### src/rtl/eth_tlpsched_pkg.sv
// Shared types for the PCIe-tap to encap TLP scheduler.
//   state_e    : scheduler FSM states
//   tlp_word_t : 74-bit tap FIFO word {user, last, keep[7:0], data[63:0]}
package eth_tlpsched_pkg;

  localparam int unsigned KEEP_LSB   = 64;
  localparam int unsigned LAST_BIT   = 72;
  localparam int unsigned USER_BIT   = 73;
  localparam int unsigned TLP_WORD_W = USER_BIT + 1;
  localparam int unsigned STAT_W     = 32;

  typedef enum logic [1:0] {
    ST_IDLE   = 2'd0,
    ST_REFILL = 2'd1,
    ST_XFER   = 2'd2
  } state_e;

  typedef struct packed {
    logic                         user;
    logic                         last;
    logic [LAST_BIT-KEEP_LSB-1:0] keep;
    logic [KEEP_LSB-1:0]          data;
  } tlp_word_t;

endpackage

### src/rtl/eth_tlp_sched_rr_pick.sv
// Combinational rotating priority encoder.
//   req_i : request vector, one bit per source
//   ptr_i : highest-priority index for this scan
//   hit_o : some request is set
//   idx_o : first requester at or after ptr_i (wrapping)
module eth_rr_pick #(
  parameter int unsigned N     = 2,
  parameter int unsigned IDX_W = 1
) (
  input  logic [N-1:0]     req_i,
  input  logic [IDX_W-1:0] ptr_i,
  output logic             hit_o,
  output logic [IDX_W-1:0] idx_o
);

  always_comb begin
    logic [IDX_W-1:0] cand;
    hit_o = 1'b0;
    idx_o = '0;
    cand  = '0;
    // Walk from the farthest offset back towards ptr so the nearest requester wins.
    for (int k = N - 1; k >= 0; k--) begin
      cand = IDX_W'((32'(ptr_i) + 32'(k)) % N);
      if (req_i[cand]) begin
        hit_o = 1'b1;
        idx_o = cand;
      end
    end
  end

endmodule

### src/rtl/eth_tlp_sched.sv
// Packet-atomic weighted round-robin scheduler from NUM_SRC FWFT tap FIFOs
// into the single encap FIFO; whole TLPs are granted, words tagged with source id,
// runaway TLPs cut at MAX_BEATS words.
//   clk156/sys_rst_n : clock, async active-low reset
//   src_empty/src_dout/src_rd_en : FWFT source FIFOs (src_rd_en combinational)
//   cfg_weight       : TLPs per round per source, 0 disables
//   out_full/out_wr_en/out_din   : encap FIFO write side ({src_id, word})
//   busy, wdog_err   : transfer in progress, sticky watchdog flag
//   stat_pkts        : per-source TLP counters
// Optional: define ETH_TLPSCHED_STATS_EN to build stat_pkts counters (else tied 0).
module eth_tlp_sched
  import eth_tlpsched_pkg::*;
#(
  parameter int unsigned NUM_SRC   = 2,
  parameter int unsigned DATA_W    = TLP_WORD_W,
  parameter int unsigned SRC_ID_W  = 2,
  parameter int unsigned WEIGHT_W  = 4,
  parameter int unsigned MAX_BEATS = 512
) (
  input  logic                        clk156,
  input  logic                        sys_rst_n,
  input  logic [NUM_SRC-1:0]          src_empty,
  input  logic [NUM_SRC*DATA_W-1:0]   src_dout,
  output logic [NUM_SRC-1:0]          src_rd_en,
  input  logic [NUM_SRC*WEIGHT_W-1:0] cfg_weight,
  input  logic                        out_full,
  output logic                        out_wr_en,
  output logic [SRC_ID_W+DATA_W-1:0]  out_din,
  output logic                        busy,
  output logic                        wdog_err,
  output logic [NUM_SRC*STAT_W-1:0]   stat_pkts
);

  localparam int unsigned IDX_W  = (NUM_SRC > 1) ? $clog2(NUM_SRC) : 1;
  localparam int unsigned BEAT_W = $clog2(MAX_BEATS);
  localparam int unsigned OUT_W  = SRC_ID_W + DATA_W;

  state_e                           state_q, state_d;
  logic [IDX_W-1:0]                 rr_ptr_q, rr_ptr_d, gnt_q, gnt_d, pick_idx;
  logic [BEAT_W-1:0]                beat_cnt_q, beat_cnt_d;
  logic [NUM_SRC-1:0][WEIGHT_W-1:0] credit_q, credit_d, weight_c;
  logic [NUM_SRC-1:0]               req_c, elig_c;
  logic                             pick_hit, pop_c, wdog_hit_c, tlp_end_c;
  tlp_word_t [NUM_SRC-1:0]          src_word;
  tlp_word_t                        gnt_word_c, out_word_c;
  logic                             out_wr_en_q, out_wr_en_d;
  logic [OUT_W-1:0]                 out_din_q, out_din_d;
  logic                             busy_q, busy_d;
  logic                             wdog_err_q, wdog_err_d;

  assign src_word   = src_dout;
  assign weight_c   = cfg_weight;
  assign gnt_word_c = src_word[gnt_q];

  // Grantable now (credit left) vs. worth a refill (weight nonzero).
  always_comb begin
    req_c  = '0;
    elig_c = '0;
    for (int i = 0; i < NUM_SRC; i++) begin
      req_c[i]  = !src_empty[i] && (credit_q[i] != '0);
      elig_c[i] = !src_empty[i] && (weight_c[i] != '0);
    end
  end

  eth_rr_pick #(.N(NUM_SRC), .IDX_W(IDX_W)) u_pick (
    .req_i (req_c),
    .ptr_i (rr_ptr_q),
    .hit_o (pick_hit),
    .idx_o (pick_idx)
  );

  assign pop_c      = (state_q == ST_XFER) && !src_empty[gnt_q] && !out_full;
  assign wdog_hit_c = (beat_cnt_q == BEAT_W'(MAX_BEATS - 1));
  assign tlp_end_c  = pop_c && (gnt_word_c.last || wdog_hit_c);

  // FSM state register.
  always_ff @(posedge clk156 or negedge sys_rst_n) begin
    if (!sys_rst_n) state_q <= ST_IDLE;
    else            state_q <= state_d;
  end

  // FSM next state.
  always_comb begin
    state_d = state_q;
    unique case (state_q)
      ST_IDLE: begin
        if (pick_hit)       state_d = ST_XFER;
        else if (|elig_c)   state_d = ST_REFILL;
      end
      ST_REFILL:            state_d = ST_IDLE;
      ST_XFER: begin
        if (tlp_end_c)      state_d = ST_IDLE;
      end
      default:              state_d = ST_IDLE;
    endcase
  end

  // FSM outputs: pop strobe to the granted source, busy follows the next state.
  always_comb begin
    src_rd_en = '0;
    if (pop_c) src_rd_en[gnt_q] = 1'b1;
    busy_d = (state_d == ST_XFER);
  end

  // Grant, credits, beat counter and output word.
  always_comb begin
    rr_ptr_d    = rr_ptr_q;
    gnt_d       = gnt_q;
    beat_cnt_d  = beat_cnt_q;
    credit_d    = credit_q;
    out_wr_en_d = pop_c;
    out_din_d   = out_din_q;
    wdog_err_d  = wdog_err_q;
    out_word_c      = gnt_word_c;
    out_word_c.last = gnt_word_c.last | wdog_hit_c;

    if ((state_q == ST_IDLE) && pick_hit) begin
      gnt_d      = pick_idx;
      beat_cnt_d = '0;
    end
    if (state_q == ST_REFILL) credit_d = weight_c;
    if (pop_c) begin
      beat_cnt_d = beat_cnt_q + BEAT_W'(1);
      out_din_d  = {SRC_ID_W'(gnt_q), out_word_c};
    end
    if (tlp_end_c) begin
      if (credit_q[gnt_q] != '0) credit_d[gnt_q] = credit_q[gnt_q] - WEIGHT_W'(1);
      rr_ptr_d = (gnt_q == IDX_W'(NUM_SRC - 1)) ? '0 : gnt_q + IDX_W'(1);
      // A word that carries its own last on the final allowed beat is a clean end.
      if (wdog_hit_c && !gnt_word_c.last) wdog_err_d = 1'b1;
    end
  end

  always_ff @(posedge clk156 or negedge sys_rst_n) begin
    if (!sys_rst_n) begin
      rr_ptr_q    <= '0;
      gnt_q       <= '0;
      beat_cnt_q  <= '0;
      credit_q    <= '0;
      out_wr_en_q <= 1'b0;
      out_din_q   <= '0;
      busy_q      <= 1'b0;
      wdog_err_q  <= 1'b0;
    end else begin
      rr_ptr_q    <= rr_ptr_d;
      gnt_q       <= gnt_d;
      beat_cnt_q  <= beat_cnt_d;
      credit_q    <= credit_d;
      out_wr_en_q <= out_wr_en_d;
      out_din_q   <= out_din_d;
      busy_q      <= busy_d;
      wdog_err_q  <= wdog_err_d;
    end
  end

  assign out_wr_en = out_wr_en_q;
  assign out_din   = out_din_q;
  assign busy      = busy_q;
  assign wdog_err  = wdog_err_q;

`ifdef ETH_TLPSCHED_STATS_EN
  logic [NUM_SRC-1:0][STAT_W-1:0] stat_q, stat_d;

  // Count every TLP end, watchdog-terminated ones included; wraps naturally.
  always_comb begin
    stat_d = stat_q;
    if (tlp_end_c) stat_d[gnt_q] = stat_q[gnt_q] + STAT_W'(1);
  end

  always_ff @(posedge clk156 or negedge sys_rst_n) begin
    if (!sys_rst_n) stat_q <= '0;
    else            stat_q <= stat_d;
  end

  assign stat_pkts = stat_q;
`else
  assign stat_pkts = '0;
`endif

endmodule

### config.mk
export PLATFORM = sky130hd
export DESIGN_NAME = eth_tlp_sched
export DESIGN_NICKNAME = d
export VERILOG_FILES = /design/src/rtl/eth_tlpsched_pkg.sv /design/src/rtl/eth_tlp_sched_rr_pick.sv /design/src/rtl/eth_tlp_sched.sv
export SDC_FILE = /design/constraint.sdc
export NUM_CORES = 1
export LEC_CHECK = 0
export ABC_CLOCK_PERIOD_IN_PS = 3620
export CAP_MARGIN = 20
export CORE_MARGIN = 3
export CORE_UTILIZATION = 41
export DETAILED_ROUTE_END_ITERATION = 10
export PLACE_DENSITY = 0.9
export SLEW_MARGIN = 30
export SYNTH_ARGS = -nofsm -noshare
export SYNTH_HDL_FRONTEND = slang
export SYNTH_SLANG_ARGS = --single-unit
### constraint.sdc
create_clock -name clk156 -period 3.62 [get_ports clk156]
set_input_delay 0.724 -clock clk156 [delete_from_list [all_inputs] [get_ports clk156]]
set_output_delay 0.724 -clock clk156 [all_outputs]
set_load 0.01 [all_outputs]
==> metrics.md <==
| Metric | Value |
|---|---|
| CP startpoint kind | input port |
| Avg Vias per Cell | 4.705 |
| Main synth FF type | dfrtp_1 |
| H-tree depth | 3 |
| Leading cell types in the layout, fill and taps excluded | 239 x clkdlybuf4s50_1, 98 x dfrtp_1, 90 x mux2i_1 |
| Die H | 119.0 um |
| Status | finished, final reports clean |
| XOR/XNOR Fraction of Synth Area | 0.5018% |
| Num rows | 40 |
| Mean post-synth cell area | just over 10 sq um |
| Final Worst Setup Slack | 0.6220 ns |
| Postcts setup bufs | 0 |
| Headroom to the max-slew limit | 54.67% |
| Diodes inserted | 0 |
| Synth Area in Compound Gates | roughly 12% |
| Per-cell routed wire length | 15.10 um |
| Dpl hpwl | 10.81 mm |
| Initial DRC count | 175 |
| Worst-Margin Slew | between 0.6 and 0.7 ns |
| Clock Latency Late Sink | 0.32 ns |
| Vias in the first global route | 4,213 |
| Post-cts hold buffer count | 0 |
| Area of the core | 0.01226 sq mm |
| Simple-Gate Fraction of Synth Area | 9.845% |
| Maxcap violations | 0 |
| Post-synthesis sequential area ratio | 47.31% |
| Layout cells sized above 1 | 4.324% |
| Setup TNS | 0 ns |
| Largest net degree at the start of global routing | ~160 |
| Drt total wl | between 10 and 15 mm |
| Total GRT Usage | 18.74% |
| PwrDens | roughly 700 mW/mm^2 |
| Critical Path RT | slightly below 3 ns |
| Post-DRT Antenna Nets | 0 |
| Drt pass-1 iters | 4 |
| R2R cell count | 8 |
| Gate Count Post-Synth | approximately 500 |
| Ports | ~300 |
| Setup crit end kind | output pin |
| Yosys warning total | 0 |
| Fmax | 0.3336 GHz |
| Die X-Extent | around 120 um |
| Seq cells post-synth | 99 |
| Critical path class | in -> out |
| Root Buffer | clkbuf_16 |
| Worst VDD drop | 0.3626 mV |
| Initial Util | between 40% and 50% |
| Largest stage delay on the critical path | 0.56 ns |
| Leak | between 3 and 4 nW |
| Max-slew violations | 0 |
| Synth async-reset ratio | 100.0% |
| Gpl congestion | slightly below 0.8 |
| RSZ-0062 raised after global routing | false |
| Port bufs | 240 |
| Final nets | 900 |
| P&R area growth vs syn | 49.06% |
| DR vias | 4,272 |
| Die Area | 0.01416 sq mm |
| Clk pin slew, worst setup/hold paths | 0.06 ns |
| Post-cts sizing count | 0 |
| CTS tree | built |
| CTS Buf Count | 9 |
| Crit-path slowest cell | clkdlybuf4s50_1 |
| Largest family of logic cells by synthesized area | multiplexers |
| Worst Path Arrival | 2.27 ns |
| Commonest non-fill, non-tap cell in the layout | clkdlybuf4s50_1 |
| Period minus WS final | about 3 ns |
| DRC | 0 |
| Adder-Cell Fraction of Synth Area | less than 1% |
| Max FO, Critical Path | 5 |
| Cell chain of the critical path | clkdlybuf4s50_1 -> nor3b_4 -> and2_1 -> clkdlybuf4s50_1 |
| Mux share of post-synthesis cell area | 17.42% |
| Setup violators final | 0 |
| Fin. Hold Viols | 0 |
| Unique masters post-synth | 45 |
| Number of synthesized flops with an enable pin | 0 |
| Initial antenna violation count | 0 |
| Worst Skew | approximately 0.0052 ns |
| Period utilization | 82.82% |
| Hold Crit Class | in -> async |
| GRT Residual Overflow | 0 |
| Hold WS | between 0.4 and 0.5 ns |
| Mapped cell area | between 0.005 and 0.006 sq mm |
| Clk sinks | 99 |
| Setup WS pre-CTS | about 0.64 ns |
| Worst path most repeated cell | clkdlybuf4s50_1 |
| First-pass GRT wire length | between 20 and 25 mm |
| Clock buffer depth | 2 |
[stage by stage]
| step | instance area [sq um] | total power [mW] | util [%] | instances |
|---|---|---|---|---|
| 6_report | 7805 | 5.487 | 63.65 | 908 |
| 5_1_grt | 7805 | 5.882 | 63.65 | 908 |
| 4_1_cts | 7805 | 5.559 | 63.65 | 908 |
| 3_5_place_dp | 7511 | 4.597 | 61.26 | 893 |
| 3_3_place_gp | 7511 | 4.502 | 61.26 | 893 |
| 2_1_floorplan | 5477 | 3.329 | - | 575 |
[cell families (layout without fill, tap and decap cells)]
logic type / count (synthesis) / count (layout)
simple gates: 111 / 111
compound gates: 104 / 104
flops: 99 / 99
buf+inv: 99 / 264
mux: 91 / 91
fa+ha+maj: 3 / 3
xor+xnor: 3 / 3
other cells: 1 / 65
[synthesized netlist by cell type, types with 2 or more instances]
cell | instances | area, sq um
a21oi_1 | 2 | 10.01
nand2_1 | 79 | 296.5
nand3_1 | 3 | 15.01
or3b_2 | 2 | 17.52
and2_1 | 2 | 12.51
xnor2_1 | 2 | 17.52
nor2_1 | 4 | 15.01
nor4_1 | 3 | 18.77
o21ai_2 | 2 | 17.52
ha_1 | 3 | 37.54
a22oi_1 | 2 | 15.01
dfrtp_1 | 99 | 2477
and4_1 | 2 | 17.52
clkbuf_1 | 9 | 33.78
o21ai_0 | 75 | 375.4
o22a_1 | 3 | 26.28
or2_2 | 3 | 18.77
nor3_1 | 3 | 15.01
o211a_1 | 2 | 20.02
buf_2 | 15 | 75.07
a31oi_1 | 3 | 18.77
inv_1 | 4 | 15.01
nand2b_1 | 2 | 12.51
mux2i_1 | 90 | 900.9
and3_1 | 4 | 25.02
o31ai_1 | 3 | 22.52
a21o_1 | 3 | 22.52
buf_6 | 3 | 33.78
buf_4 | 66 | 495.5
a22o_1 | 3 | 26.28
[final timing paths]
path | from | end | slack [ns]
max in group asynchronous | sys_rst_n | out_din[51] | 2.49
max | out_full | src_rd_en[1] | 0.62
min | sys_rst_n | state_q[0] | 0.43
max reg2reg | beat_cnt_q[0] | credit_q[0] | 1.37
min in group clk156 | beat_cnt_q[7] | beat_cnt_q[7] | 0.48
min reg2reg | beat_cnt_q[7] | beat_cnt_q[7] | 0.48
[state kept, by name (all words and copies together), names as in the netlist]
signal / count
rr_ptr_q: 1
credit_q: 8
gnt_q: 1
state_q: 2
out_din: 75
busy: 1
wdog_err: 1
beat_cnt_q: 9
out_wr_en: 1
[power by group]
group / internal (mW) / switching, mW / total (mW)
Sequential: 1.60 / 0.306 / 1.90
Combinational: 1.40 / 1.24 / 2.64
Clock: 0.551 / 0.393 / 0.945
[critical path, delay by kind of cell]
kind	cells	cell delay [ns]
buffers and inverters	2	1.00
AND/OR/NAND/NOR	2	0.55
[cell type report]
cell class	instances	area, sq um
well taps	168	210.2
clock inverters	4	51.30
flip-flops and latches	99	2481
inverters	5	18.77
clock buffers	11	242.7
fillers	976	4457
multi-input cells	377	2346
repair buffers	244	2455
[layer usage]
metal | share of wire [%] | global-route usage (%) | vias to the layer above
met5 | 0 | 0 | -
met4 | 1.2 | 4.272 | 0
met3 | 8.0 | 5.745 | 15
met2 | 51 | 33.13 | 185
met1 | 40 | 22.30 | 1985
li1 | - | - | 2087
No activity file was read; power rests on OpenSTA's default activity.
